### src/rtl/imap_biu_pkg.sv
// Shared definitions for the input feature map BIU: FSM encodings and the
// width of the per-transfer word count.
package imap_biu_pkg;

   localparam int TOTAL_W = 24;

   typedef enum logic [1:0] {
      ST_IDLE  = 2'd0,
      ST_RUN   = 2'd1,
      ST_DRAIN = 2'd2,
      ST_DONE  = 2'd3
   } state_e;

endpackage

### src/rtl/imap_rdata_fifo.sv
// Synchronous response buffer between the arbiter read path and the line buffer.
// DEPTH must be a power of two so the pointers wrap naturally.
module imap_rdata_fifo #(
   parameter int DW    = 32,
   parameter int DEPTH = 4,
   localparam int PW   = $clog2(DEPTH),
   localparam int CW   = PW + 1
) (
   input  logic          clk,
   input  logic          rst_n,
   input  logic          wr_en_i,
   input  logic [DW-1:0] wr_data_i,
   input  logic          rd_en_i,
   output logic [DW-1:0] rd_data_o,
   output logic [CW-1:0] count_o,
   output logic          full_o,
   output logic          empty_o
);

   logic [DW-1:0] mem_q [DEPTH];
   logic [PW-1:0] wr_ptr_q, wr_ptr_d;
   logic [PW-1:0] rd_ptr_q, rd_ptr_d;
   logic [CW-1:0] count_q, count_d;
   logic          wr_ok;
   logic          rd_ok;

   assign full_o    = (count_q == CW'(DEPTH));
   assign empty_o   = (count_q == '0);
   assign count_o   = count_q;
   assign rd_data_o = mem_q[rd_ptr_q];
   assign wr_ok     = wr_en_i & ~full_o;
   assign rd_ok     = rd_en_i & ~empty_o;

   always_comb begin
      wr_ptr_d = wr_ptr_q;
      rd_ptr_d = rd_ptr_q;
      count_d  = count_q;
      if (wr_ok) wr_ptr_d = wr_ptr_q + PW'(1);
      if (rd_ok) rd_ptr_d = rd_ptr_q + PW'(1);
      case ({wr_ok, rd_ok})
         2'b10:   count_d = count_q + CW'(1);
         2'b01:   count_d = count_q - CW'(1);
         default: count_d = count_q;
      endcase
   end

   always_ff @(posedge clk) begin
      if (!rst_n) begin
         wr_ptr_q <= '0;
         rd_ptr_q <= '0;
         count_q  <= '0;
      end else begin
         wr_ptr_q <= wr_ptr_d;
         rd_ptr_q <= rd_ptr_d;
         count_q  <= count_d;
      end
   end

   // Storage needs no reset: nothing is visible while the count is zero.
   always_ff @(posedge clk) begin
      if (wr_ok) mem_q[wr_ptr_q] <= wr_data_i;
   end

endmodule

### src/rtl/imap_biu.sv
// Input feature map BIU: issues map_size*in_ch sequential word reads to the arbiter
// under a credit limit and streams the in-order responses to the line buffer.
module imap_biu
   import imap_biu_pkg::*;
#(
   parameter int AW         = 32,
   parameter int DW         = 32,
   parameter int FIFO_DEPTH = 4
) (
   input  logic          clk,
   input  logic          rst_n,
   input  logic [7:0]    in_ch,
   input  logic [15:0]   map_size,
   input  logic [AW-1:0] imap_base_addr,
   input  logic          conv_start,
   output logic          imap_biu2arb_req,
   output logic [AW-1:0] imap_biu2arb_addr,
   output logic          imap_biu2arb_vld,
   input  logic          imap_biu2arb_rdy,
   input  logic [DW-1:0] arb2imap_biu_rdata,
   input  logic          arb2imap_biu_rvld,
   output logic [DW-1:0] imap_biu2lbuf_data,
   output logic          imap_biu2lbuf_vld,
   input  logic          imap_biu2lbuf_rdy,
   output logic          imap_done,
   output logic          imap_err,
   output logic [1:0]    imap_dbg_state
);

   localparam int CW = $clog2(FIFO_DEPTH) + 1;

   // Handshakes: a command transfers on a cycle with vld & rdy; vld and addr hold
   // until then. The lbuf stream pops on vld & rdy. Responses are never stalled.
   state_e             state_q, state_d;
   logic [TOTAL_W-1:0] total_q, total_d;
   logic [TOTAL_W-1:0] issued_q, issued_d;
   logic [TOTAL_W-1:0] popped_q, popped_d;
   logic [AW-1:0]      addr_q, addr_d;
   logic [CW-1:0]      outst_q, outst_d;
   logic               pend_q, pend_d;
   logic               err_q, err_d;
   logic               done_q;
   logic               rst_d1_q;

   logic [TOTAL_W-1:0] start_total;
   logic [CW:0]        credit_used;
   logic               credit_ok;
   logic               cmd_vld;
   logic               cmd_hs;
   logic               rsp_ok;
   logic               rsp_bad;
   logic               pop;
   logic [DW-1:0]      fifo_head;
   logic [CW-1:0]      fifo_count;
   logic               fifo_full;
   logic               fifo_empty;

   assign start_total = {8'd0, map_size} * {16'd0, in_ch};
   assign credit_used = {1'b0, outst_q} + {1'b0, fifo_count};
   assign credit_ok   = (credit_used < (CW + 1)'(FIFO_DEPTH));
   assign cmd_vld     = (state_q == ST_RUN) && (pend_q || credit_ok);
   assign cmd_hs      = cmd_vld & imap_biu2arb_rdy;
   // Responses in the first cycle out of reset belong to an aborted transfer.
   assign rsp_ok      = arb2imap_biu_rvld & ~rst_d1_q & (outst_q != '0);
   assign rsp_bad     = arb2imap_biu_rvld & ~rst_d1_q & (outst_q == '0);
   assign pop         = ~fifo_empty & imap_biu2lbuf_rdy;

   imap_rdata_fifo #(
      .DW    (DW),
      .DEPTH (FIFO_DEPTH)
   ) u_fifo (
      .clk       (clk),
      .rst_n     (rst_n),
      .wr_en_i   (rsp_ok),
      .wr_data_i (arb2imap_biu_rdata),
      .rd_en_i   (pop),
      .rd_data_o (fifo_head),
      .count_o   (fifo_count),
      .full_o    (fifo_full),
      .empty_o   (fifo_empty)
   );

   always_comb begin
      state_d  = state_q;
      total_d  = total_q;
      issued_d = issued_q;
      popped_d = popped_q + {{(TOTAL_W-1){1'b0}}, pop};
      addr_d   = addr_q;
      pend_d   = cmd_vld & ~imap_biu2arb_rdy;
      err_d    = err_q | rsp_bad;
      case ({cmd_hs, rsp_ok})
         2'b10:   outst_d = outst_q + CW'(1);
         2'b01:   outst_d = outst_q - CW'(1);
         default: outst_d = outst_q;
      endcase
      case (state_q)
         ST_IDLE: begin
            if (conv_start) begin
               total_d  = start_total;
               issued_d = '0;
               popped_d = '0;
               addr_d   = imap_base_addr;
               state_d  = (start_total == '0) ? ST_DONE : ST_RUN;
            end
         end
         ST_RUN: begin
            if (cmd_hs) begin
               addr_d   = addr_q + AW'(1);
               issued_d = issued_q + TOTAL_W'(1);
               if (issued_q == total_q - TOTAL_W'(1)) state_d = ST_DRAIN;
            end
         end
         ST_DRAIN: begin
            if ((outst_q == '0) && fifo_empty && (popped_q == total_q)) state_d = ST_DONE;
         end
         ST_DONE: state_d = ST_IDLE;
         default: state_d = ST_IDLE;
      endcase
   end

   always_ff @(posedge clk) begin
      if (!rst_n) begin
         state_q  <= ST_IDLE;
         total_q  <= '0;
         issued_q <= '0;
         popped_q <= '0;
         addr_q   <= '0;
         outst_q  <= '0;
         pend_q   <= 1'b0;
         err_q    <= 1'b0;
         done_q   <= 1'b0;
         rst_d1_q <= 1'b1;
      end else begin
         state_q  <= state_d;
         total_q  <= total_d;
         issued_q <= issued_d;
         popped_q <= popped_d;
         addr_q   <= addr_d;
         outst_q  <= outst_d;
         pend_q   <= pend_d;
         err_q    <= err_d;
         done_q   <= (state_q == ST_DONE);
         rst_d1_q <= 1'b0;
      end
   end

   assign imap_biu2arb_req   = (state_q == ST_RUN);
   assign imap_biu2arb_addr  = addr_q;
   assign imap_biu2arb_vld   = cmd_vld;
   assign imap_biu2lbuf_vld  = ~fifo_empty;
   assign imap_biu2lbuf_data = fifo_empty ? '0 : fifo_head;
   assign imap_done          = done_q;
   assign imap_err           = err_q;
   assign imap_dbg_state     = state_q;

   logic unused_full;
   assign unused_full = fifo_full;

endmodule

### config.mk
export PLATFORM = sky130hd
export DESIGN_NAME = imap_biu
export DESIGN_NICKNAME = d
export VERILOG_FILES = /design/src/rtl/imap_biu_pkg.sv /design/src/rtl/imap_rdata_fifo.sv /design/src/rtl/imap_biu.sv
export SDC_FILE = /design/constraint.sdc
export NUM_CORES = 1
export LEC_CHECK = 0
export BUFFER_PORTS_ARGS = -buffer_cell sky130_fd_sc_hd__buf_4
export CORE_UTILIZATION = 56
export CTS_BUF_LIST = sky130_fd_sc_hd__clkbuf_2
export DETAILED_ROUTE_END_ITERATION = 10
export PLACE_DENSITY = 0.91
export SYNTH_ARGS = -nofsm -noshare
export SYNTH_HDL_FRONTEND = slang
export SYNTH_HIERARCHICAL = 1
export SYNTH_SLANG_ARGS = --single-unit
### constraint.sdc
create_clock -name clk -period 6.5 [get_ports clk]
set_input_delay 1.3 -clock clk [delete_from_list [all_inputs] [get_ports clk]]
set_output_delay 1.3 -clock clk [all_outputs]
set_load 0.05 [all_outputs]
==> results of run 1 <==
==> flip-flops by register name, summed over array words and instances, names as in the netlist, 2 cells and up, named ones only <==
signal and flops:
u_fifo/mem_q 128, imap_biu2arb_addr 32, issued_q 24, popped_q 24, total_q 24, outst_q 3
u_fifo/count_o 3, imap_dbg_state 2, u_fifo/rd_ptr_q 2, u_fifo/wr_ptr_q 2
==> metrics by stage <==
step           setup WS, ns  instance area, sq um  total power (uW)  instances  hold slack (ns)
2_1_floorplan         0.327                 15800              4420       1537            0.456
6_report              0.809                 17800              6140       2133            0.488
4_1_cts               0.877                 17800              6140       2132            0.490
3_5_place_dp         0.0296                 17300              5180       2028            0.464
5_1_grt               0.551                 17800              6590       2133            0.525
3_3_place_gp          0.101                 17300              5060       2028            0.458
==> tightest hold or removal path, stage by stage (launching register included) <==
cell	delay (ns)
dfxtp_1	0.35
a31oi_1	0.04
nor2_1	0.07
==> Yosys cell counts, types with 47 or more instances <==
library cell | n | area share [%]
a21oi_1 | 74 | 2.3
and2_1 | 126 | 5.0
clkbuf_1 | 54 | 1.3
dfxtp_1 | 122 | 15
edfxtp_1 | 128 | 24
fa_1 | 86 | 11
ha_1 | 62 | 4.9
inv_1 | 132 | 3.1
nand2_1 | 101 | 2.4
nand3_1 | 47 | 1.5
nor2_1 | 106 | 2.5
o21ai_0 | 61 | 1.9
xor2_1 | 66 | 3.7
==> worst min-delay path by stage <==
stage                                    startpoint             endpoint  cells after the start  slack, ns
global placement                imap_err$_SDFF_PN0_  imap_err$_SDFF_PN0_                      2       0.46
floorplan           u_fifo/rd_ptr_q[1]$_SDFFE_PN0P_            flip-flop                      2       0.46
finish                          imap_err$_SDFF_PN0_  imap_err$_SDFF_PN0_                      2       0.49
detailed placement              imap_err$_SDFF_PN0_  imap_err$_SDFF_PN0_                      2       0.46
global route                    imap_err$_SDFF_PN0_  imap_err$_SDFF_PN0_                      2       0.53
CTS                             imap_err$_SDFF_PN0_  imap_err$_SDFF_PN0_                      2       0.49
==> cell families after synthesis <==
| logic type | count (synthesis) | share of synthesized area (%) |
|---|---|---|
| AND/OR/NAND/NOR | 553 | 18.5 |
| flip-flops | 250 | 39.8 |
| AO/OA/AOI/OAI | 237 | 9.48 |
| buffers and inverters | 199 | 5.18 |
| adder cells (fa/ha/maj) | 148 | 15.8 |
| XOR/XNOR | 111 | 6.25 |
| multiplexers | 39 | 5.01 |
==> power groups by stage <==
stage               Combinational, uW  Clock [uW]  Sequential, uW
finish                           3170         951            2020
CTS                              3150         977            2010
detailed placement               3130           0            2050
floorplan                        2190           0            2220
global placement                 3030           0            2040
global route                     3500        1060            2040
==> layout make-up <==
class                           count  area (sq um)  share of cell area [%]
Multi-Input combinational cell   1088          8710                    48.9
Sequential cell                   250          6290                    35.3
Timing Repair Buffer              179          1340                    7.54
Inverter                          133           499                    2.80
Tap cell                          378           473                    2.65
Clock buffer                       77           385                    2.16
Clock inverter                     27           126                   0.709
Antenna cell                        1          2.50                  0.0140
==> routing by layer <==
metal	global-route usage [%]	wire [um]	share of wire [%]	vias up
li1	-	-	-	5709
met1	30.4	14500	41	5841
met2	44.5	18400	52	426
met3	3.23	1900	5.3	79
met4	8.81	821	2.3	0
met5	0	0	0	-
==> results.sh, run 1 <==
export IMPL_die_area_sq_um=28900
export IMPL_cp_endpoint="imap_dbg_state[1]$_SDFFE_PN0P_"
export IMPL_ant_nets=0
export IMPL_critPathKind="in2reg"
export IMPL_vias=12055
export IMPL_seq_area_frac_synth_pct=39.8
export IMPL_dominantRegCellSynth="edfxtp_1"
export IMPL_core_rowCount=61
export IMPL_arrival_ns=6.39
export IMPL_via_per_inst=5.65
export IMPL_critical_path_most_common_cell="fa_1"
export IMPL_synthCells=1537
export IMPL_crit_chain="buf_4 > nand2_1 > fa_1 > fa_1 > inv_1 > fa_1 > inv_1 > fa_1 > inv_1 > ha_1 > nand3_1 > o211ai_1 > a211oi_1 > o41ai_1 > xor2_1 > or4_1 > a2111oi_0 > nand4_1 > o21ai_1"
export IMPL_clk_latency_ns=0.86
export IMPL_final_period_utilization_pct=87.6
export IMPL_place_congestion=0.916
export IMPL_power_density_nw_per_um2=344
export IMPL_final_common_cell="buf_4"
export IMPL_fp_dieW_um=170
export IMPL_p_switching_uw=2790
export IMPL_drt_iter0_drc=987
export IMPL_clock_sinks=250
export IMPL_slowest_delay_ns=0.56
export IMPL_grt_first_pass_wirelength_um=58000
export IMPL_r2r_cells=9
export IMPL_cp_slowest_cell="or4_1"
export IMPL_worstMarginPinSlew_ns=1.07
export IMPL_status="completed"
export IMPL_initial_utilization_pct=56.9
export IMPL_cts_tree="done"
export IMPL_first_pass_iters=7
export IMPL_end_kind="flip-flop"
export IMPL_synth_edf_count=128
export IMPL_p_comb_share_pct=51.6
export IMPL_cts_htree_levels=2
export IMPL_crit_cells=19
export IMPL_cts_resized=0
export IMPL_ys_types=74
export IMPL_async_flop_share_pct=0
export IMPL_wl_per_cell_um=16.7
export IMPL_clockPowerShare_pct=15.5
export IMPL_routed_wl_um=35600
export IMPL_hold_viol=0
export IMPL_port_buffers=164
export IMPL_gr_total_overflow=0
export IMPL_fin_util_pct=64.2
export IMPL_syn_avg_cell_area_sq_um=10.3
export IMPL_drive_gt1_share_pct=18.2
export IMPL_cap_violations=0
export IMPL_pwr_share_seq_pct=32.9
export IMPL_ff2ff_setup_slack_ns=1.87
export IMPL_grt_use_total_pct=24.8
export IMPL_setup_viol=0
export IMPL_maxSlewHeadroom_pct=28.2
export IMPL_worstSetupStartpointType="input port"
export IMPL_startpoint="map_size[0]"
export IMPL_reg2reg_from="total_q[4]$_SDFFE_PN0P_"
export IMPL_max_clock_freq_mhz=176
export IMPL_grt_pass1_vias=12071
export IMPL_power_internal_uw=3340
export IMPL_hold_class="reg2reg"
export IMPL_clock_path_buffers=3
export IMPL_rr_endpoint="imap_dbg_state[1]$_SDFFE_PN0P_"
export IMPL_grt_max_degree=54
export IMPL_nFillCells=2173
export IMPL_ys_warnings_count=6
export IMPL_path_buf_inv=4
export IMPL_syn_to_final_growth_pct=12.8
export IMPL_finClkSkew_ns=0.117
export IMPL_cp_required_ns=7.20
export IMPL_crit_family="adder cells"
export IMPL_clkSlewWorstSetupHoldPaths_ns=0.10
export IMPL_period_minus_slack_ns=5.69
export IMPL_final_cell_mix="buf_4 (179), inv_1 (132), edfxtp_1 (128), and2_1 (126), dfxtp_1 (121)"
export IMPL_tns_ns=0
export IMPL_cts_setup_buffers=0
export IMPL_critical_path_max_fanout=9
export IMPL_remaining_drc_errors=0
export IMPL_synth_seq_cells=250
export IMPL_ctsHoldBuffers=0
export IMPL_dp_hpwl_um=26200
export IMPL_rsz0062_at_grt="false"
export IMPL_p_sw_share_pct=45.5
export IMPL_core_area_sq_um=27800
export IMPL_io_pins=165
export IMPL_power_leakage_uw=0.00730
export IMPL_cts_root_buffer="clkbuf_2"
export IMPL_ir_worst_vdd_v=0.000199
export IMPL_cts_made_buffers=55
export IMPL_synth_nets=1779
export IMPL_syn_cell_area_sq_um=15800
export IMPL_antenna_found_initial=1
export IMPL_die_y_um=170
export IMPL_nets=1949
export IMPL_maxSlewViolCount=0
Note: power is estimated with default switching activity, not from simulation.
==> run 2, diff against run 1 <==
--- a/config.mk
+++ b/config.mk
@@ -12,5 +12,4 @@
 export PLACE_DENSITY = 0.91
 export SYNTH_ARGS = -nofsm -noshare
 export SYNTH_HDL_FRONTEND = slang
-export SYNTH_HIERARCHICAL = 1
 export SYNTH_SLANG_ARGS = --single-unit
==> run 2 against run 1 <==
Net effect:
- clock power is 3.2% higher
- core utilization is 0.55 points higher
- global-route usage is 1.4 points higher
- worst hold slack better by 0.011 ns
- synthesized cell count is 3.8% higher
- fmax is 3.7% higher
- largest cell class unchanged
- setup slack better by 0.20 ns
- via count is 6.3% higher
- die area is 2.0% higher
- first-iteration DRC count is 6.0% lower
- critical endpoint unchanged
- cell count is 2.8% higher
- clock skew is 0.013 ns lower
==> results.sh, run 2 <==
export IMPL_max_flop_register="u_fifo.mem_q"
export IMPL_power_density_nw_per_um2=382
export IMPL_rsz0062_at_grt="false"
export IMPL_hold_ws_ns=0.499
export IMPL_port_buffers=164
export IMPL_status="completed"
export IMPL_synth_top_area_share_pct=23.8
export IMPL_syn_cell_area_sq_um=16100
export IMPL_cts_resized=0
export IMPL_clockPowerShare_pct=14.1
export IMPL_tns_ns=0
export IMPL_clock_path_buffers=3
export IMPL_dominantRegCellSynth="edfxtp_1"
export IMPL_cts_tree="done"
export IMPL_remaining_drc_errors=0
export IMPL_cp_required_ns=7.22
export IMPL_ys_types=81
export IMPL_gr_total_overflow=0
export IMPL_die_area_sq_um=29500
export IMPL_grt_first_pass_wirelength_um=61800
export IMPL_wl_per_cell_um=17.1
export IMPL_maxSlewHeadroom_pct=23.2
export IMPL_ant_nets=0
export IMPL_synthCells=1596
export IMPL_antenna_found_initial=1
export IMPL_yosys_cell_count_top_type="and2_1"
export IMPL_p_comb_share_pct=56.2
export IMPL_cts_root_buffer="clkbuf_2"
export IMPL_vias=12812
export IMPL_power_leakage_uw=0.00742
export IMPL_die_y_um=172
export IMPL_largest_reg_flops=128
export IMPL_first_pass_iters=7
export IMPL_synthTopCellsByArea="edfxtp_1 (24%), dfxtp_1 (15%), fa_1 (11%)"
export IMPL_p_sw_share_pct=47.5
export IMPL_synth_nets=1838
export IMPL_cts_setup_buffers=0
export IMPL_hold_viol=0
export IMPL_initial_utilization_pct=57.4
export IMPL_ir_worst_vdd_v=0.000218
export IMPL_worstMarginPinSlew_ns=1.15
export IMPL_synth_common_cells="and2_1 (150), inv_1 (138), edfxtp_1 (128)"
export IMPL_final_period_utilization_pct=84.4
export IMPL_clock_sinks=250
export IMPL_async_flop_share_pct=0
export IMPL_via_per_inst=5.84
export IMPL_hold_class="reg2reg"
export IMPL_yosysTopAreaCell="edfxtp_1"
export IMPL_synth_edf_count=128
export IMPL_setup_viol=0
export IMPL_io_pins=165
export IMPL_ctsHoldBuffers=0
export IMPL_critPathKind="in2reg"
export IMPL_clk_latency_ns=0.87
export IMPL_nets=2010
export IMPL_place_area_sq_um=17600
export IMPL_maxSlewViolCount=0
export IMPL_grt_pass1_vias=13023
export IMPL_p_switching_uw=3300
export IMPL_clkSlewWorstSetupHoldPaths_ns=0.10
export IMPL_final_cell_area_sq_um=18200
export IMPL_final_common_cell="buf_4"
export IMPL_power_internal_uw=3650
export IMPL_place_congestion=0.941
export IMPL_final_cell_mix="buf_4 (177), and2_1 (150), inv_1 (138), edfxtp_1 (128), dfxtp_1 (121)"
export IMPL_end_kind="flip-flop"
export IMPL_grt_max_degree=47
export IMPL_core_rowCount=61
export IMPL_drive_gt1_share_pct=18.2
export IMPL_cts_htree_levels=2
export IMPL_dp_hpwl_um=27500
export IMPL_seq_area_frac_synth_pct=39.0
export IMPL_cap_violations=0
export IMPL_finClkSkew_ns=0.103
export IMPL_total_power_uw=6950
export IMPL_grt_use_total_pct=26.2
export IMPL_period_minus_slack_ns=5.49
export IMPL_synth_seq_cells=250
export IMPL_worstSetupStartpointType="input port"
export IMPL_ys_warnings_count=0
export IMPL_critical_path_max_fanout=16
export IMPL_syn_avg_cell_area_sq_um=10.1
export IMPL_cts_made_buffers=61
export IMPL_routed_wl_um=37500
export IMPL_syn_to_final_growth_pct=12.7
export IMPL_max_clock_freq_mhz=182
export IMPL_pwr_share_seq_pct=29.7
export IMPL_drt_iter0_drc=928
export IMPL_arrival_ns=6.21
export IMPL_core_area_sq_um=28100
export IMPL_fp_dieW_um=172
run 2: cell types whose count changed in the layout (fill, tap and decap cells not counted), sizes merged, moves of 9 or more:
cell and delta:
nand2 +9, nor2b -26, nor3 +13, clkbuf +11
o21ai +9, and2 +24
run 2: per-layer routing:
metal	track usage, %	wire [um]
met1	30.2	14500
met3	5.02	2490
met4	11.3	1400
met2	47.0	19100
met5	0	0
run 2: worst max-delay path, stage by stage:
cell	delay, ns
buf_4	0.17
and2_1	0.17
fa_1	0.51
fa_1	0.53
fa_1	0.54
inv_1	0.05
fa_1	0.54
inv_1	0.04
ha_1	0.37
a21oi_1	0.19
o21ai_0	0.21
a31o_2	0.27
a31oi_1	0.34
o21ai_0	0.19
xor2_1	0.18
or4_1	0.48
o21ai_1	0.12
run 2: cells by family (layout without fill, tap and decap cells):
kind of cell             after synthesis  after routing  synth area share [%]
flip-flops                           250            250                  39.0
AND/OR/NAND/NOR                      596            596                  19.9
XOR/XNOR                             111            111                  6.03
other                                  0              1                     0
buffers and inverters                206            424                  5.03
multiplexers                          38             38                  4.84
adder cells (fa/ha/maj)              148            148                  15.5
AO/OA/AOI/OAI                        247            247                  9.72
run 2: final timing paths:
path	startpoint	end	slack (ns)	cells past startpoint
max	in_ch[7]	imap_dbg_state[1]$_SDFFE_PN0P_	1.01	17
min	imap_err$_SDFF_PN0_	imap_err$_SDFF_PN0_	0.50	2
max reg2reg	imap_dbg_state[0]$_SDFFE_PN0P_	issued_q[21]$_SDFFE_PN0P_	2.74	9
min reg2reg	imap_err$_SDFF_PN0_	imap_err$_SDFF_PN0_	0.50	2
run 2: final cells by class:
type / instances / area, sq um
Timing Repair Buffer: 177 / 1330
Clock buffer: 88 / 440
Fill cell: 2217 / 9910
Inverter: 138 / 518
Antenna cell: 1 / 2.50
Sequential cell: 250 / 6290
Multi-Input combinational cell: 1140 / 9030
Clock inverter: 21 / 92.6
Tap cell: 378 / 473
run 2: power by group through the flow:
stage / combinational [uW] / sequential, uW / clock, uW
finish: 3900 / 2060 / 981
global route: 4290 / 2080 / 1090
CTS: 3870 / 2050 / 1010
detailed placement: 3850 / 2090 / 0
global placement: 3720 / 2080 / 0
floorplan: 2720 / 2260 / 0
run 2: through the flow:
step / instances / setup slack, ns / util [%]
after floorplan: 1596 / 0.558 / -
after global placement: 2083 / 0.349 / 62.8
after detailed placement: 2083 / 0.233 / 62.8
after CTS: 2192 / 1.08 / 64.7
after global routing: 2193 / 0.718 / 64.7
final: 2193 / 1.01 / 64.7
==> run 3, diff against run 2 <==
--- a/config.mk
+++ b/config.mk
@@ -6,10 +6,10 @@
 export NUM_CORES = 1
 export LEC_CHECK = 0
 export BUFFER_PORTS_ARGS = -buffer_cell sky130_fd_sc_hd__buf_4
-export CORE_UTILIZATION = 56
+export CORE_UTILIZATION = 60
 export CTS_BUF_LIST = sky130_fd_sc_hd__clkbuf_2
 export DETAILED_ROUTE_END_ITERATION = 10
-export PLACE_DENSITY = 0.91
+export PLACE_DENSITY = 0.93
 export SYNTH_ARGS = -nofsm -noshare
 export SYNTH_HDL_FRONTEND = slang
 export SYNTH_SLANG_ARGS = --single-unit
==> constraint.sdc (replaced) <==
create_clock -name clk -period 5.3 [get_ports clk]
set_input_delay 1.06 -clock clk [delete_from_list [all_inputs] [get_ports clk]]
set_output_delay 1.06 -clock clk [all_outputs]
set_load 0.05 [all_outputs]
==> run 3 against run 2 <==
Net effect:
- the flow now finishes with violations (design-rule violations)
- cell count rose by 2.5%
- core utilization rose by 8.4 points
- non-clock buffer count rose by 84
- cell area rose by 5.4%
- global-route usage rose by 3.3 points
- clock skew fell by 0.040 ns
- combinational power rose by 47%
- critical path type unchanged
- largest cell class unchanged
- largest power group unchanged
==> results.sh, run 3 (synthesis results as in run 2) <==
export IMPL_cts_setup_buffers=0
export IMPL_port_buffers=164
export IMPL_power_density_nw_per_um2=509
export IMPL_dpl_worst_slack_ns=-0.481
export IMPL_period_minus_slack_ns=5.02
export IMPL_hold_viol=0
export IMPL_rr_endpoint="imap_dbg_state[1]$_SDFFE_PN0P_"
export IMPL_fp_dieW_um=166
export IMPL_fin_util_pct=73.1
export IMPL_place_area_sq_um=18500
export IMPL_final_period_utilization_pct=94.7
export IMPL_drive_gt1_share_pct=24.5
export IMPL_setup_slack_ns=0.283
export IMPL_cts_made_buffers=67
export IMPL_vias=13324
export IMPL_max_clock_freq_mhz=199
export IMPL_clkSlewWorstSetupHoldPaths_ns=0.10
export IMPL_grt_pass1_vias=13624
export IMPL_final_cell_area_sq_um=19200
export IMPL_core_area_sq_um=26200
export IMPL_initial_utilization_pct=61.5
export IMPL_remaining_drc_errors=16
export IMPL_clock_path_buffers=3
export IMPL_dp_hpwl_um=29500
export IMPL_drt_iter0_drc=1146
export IMPL_largest_reg_flops=128
export IMPL_hold_end="pend_q$_SDFF_PN0_"
export IMPL_hold_ws_ns=0.395
export IMPL_worstSetupStartpointType="input port"
export IMPL_first_pass_iters=9
export IMPL_min_path_cells=2
export IMPL_ff2ff_setup_slack_ns=1.64
export IMPL_cts_htree_levels=3
export IMPL_syn_to_final_growth_pct=18.8
export IMPL_critPathKind="in2reg"
export IMPL_hp_start="imap_biu2arb_rdy"
export IMPL_grt_max_degree=53
export IMPL_routed_wl_um=40000
export IMPL_worstMarginPinSlew_ns=1.09
export IMPL_cap_violations=0
export IMPL_status="finished with violations"
export IMPL_nets=2100
export IMPL_rsz0062_at_grt="false"
export IMPL_critical_path_max_fanout=10
export IMPL_max_flop_register="u_fifo.mem_q"
export IMPL_r2r_cells=11
export IMPL_hold_class="in2reg"
export IMPL_die_area_sq_um=27500
export IMPL_via_per_inst=5.93
export IMPL_violations="design-rule violations"
export IMPL_arrival_ns=5.75
export IMPL_power_internal_uw=5340
export IMPL_maxSlewViolCount=0
export IMPL_p_switching_uw=4410
export IMPL_grt_first_pass_wirelength_um=65800
export IMPL_final_common_cell="buf_4"
export IMPL_finClkSkew_ns=0.0632
export IMPL_tns_ns=0
export IMPL_cts_tree="done"
export IMPL_ir_worst_vdd_v=0.000357
export IMPL_power_leakage_uw=0.00794
export IMPL_maxSlewHeadroom_pct=27.0
export IMPL_die_y_um=166
export IMPL_clk_latency_ns=0.84
export IMPL_ant_nets=0
export IMPL_gr_total_overflow=0
export IMPL_place_congestion=0.907
export IMPL_final_cell_mix="buf_4 (260), and2_1 (145), inv_1 (136), edfxtp_1 (128), dfxtp_1 (120)"
export IMPL_clockPowerShare_pct=15.0
export IMPL_p_sw_share_pct=45.3
export IMPL_cts_resized=0
export IMPL_clock_sinks=250
export IMPL_grt_use_total_pct=29.5
export IMPL_pwr_share_seq_pct=26.2
export IMPL_end_kind="flip-flop"
export IMPL_io_pins=165
export IMPL_ctsHoldBuffers=0
export IMPL_core_rowCount=59
export IMPL_reg2reg_from="imap_dbg_state[1]$_SDFFE_PN0P_"
export IMPL_cts_root_buffer="clkbuf_2"
export IMPL_setup_viol=0
export IMPL_wl_per_cell_um=17.8
export IMPL_antenna_found_initial=1
export IMPL_cp_required_ns=6.03
export IMPL_p_comb_share_pct=58.8
-- run 3: cell count changes in the layout (fill, tap and decap cells not counted), sizes merged --
| cell | before | now |
|---|---|---|
| buf | 177 | 261 |
| clkbuf | 88 | 96 |
| bufinv | 0 | 3 |
| clkinvlp | 0 | 1 |
| inv | 139 | 140 |
-- run 3: final cells by class --
cell class	count	area (sq um)
repair buffers	261	1970
diodes	1	2.50
clock inverters	26	193
inverters	138	520
flip-flops and latches	250	6290
fillers	1645	7050
clock buffers	96	480
well taps	335	419
multi-input cells	1140	9280
-- run 3: power by group through the flow --
| stage | logic [uW] | registers [uW] | clock network [uW] |
|---|---|---|---|
| 3_3_place_gp | 5440 | 2570 | 0 |
| 5_1_grt | 6240 | 2580 | 1590 |
| 6_report | 5730 | 2560 | 1460 |
| 4_1_cts | 5690 | 2540 | 1480 |
| 3_5_place_dp | 5660 | 2580 | 0 |
| 2_1_floorplan | 3730 | 2770 | 0 |
-- run 3: worst max path at each step --
| stage | startpoint | end | cells past startpoint |
|---|---|---|---|
| 3_3_place_gp | in_ch[3] | imap_dbg_state[1]$_SDFFE_PN0P_ | 18 |
| 2_1_floorplan | in_ch[5] | imap_dbg_state[1]$_SDFFE_PN0P_ | 20 |
| 4_1_cts | in_ch[3] | imap_dbg_state[1]$_SDFFE_PN0P_ | 18 |
| 5_1_grt | in_ch[3] | imap_dbg_state[1]$_SDFFE_PN0P_ | 18 |
| 3_5_place_dp | in_ch[3] | imap_dbg_state[1]$_SDFFE_PN0P_ | 18 |
| 6_report | in_ch[3] | imap_dbg_state[1]$_SDFFE_PN0P_ | 18 |
-- run 3: worst max-delay path: stages --
cell and delay (ns):
buf_4 0.16, buf_12 0.13, and2_4 0.13, fa_2 0.36, fa_1 0.54, inv_1 0.05
fa_1 0.46, fa_1 0.49, inv_1 0.06, ha_4 0.17, nor2_1 0.19, a21oi_2 0.12
o31a_1 0.35, o311a_1 0.38, a211oi_2 0.24, nand3_1 0.12, or4_1 0.57, o21ai_1 0.15
-- run 3: through the flow --
step | total power [uW] | instances
final | 9750 | 2247
after detailed placement | 8240 | 2124
after global routing | 10400 | 2247
after global placement | 8000 | 2124
after floorplan | 6490 | 1596
after CTS | 9720 | 2246
-- run 3: per-layer routing --
layer	GRT usage, %	wire, um	vias up
met1	34.9	15300	6448
li1	-	-	6146
met2	52.2	20500	600
met5	0	0	-
met3	5.03	2710	130
met4	13.5	1500	0
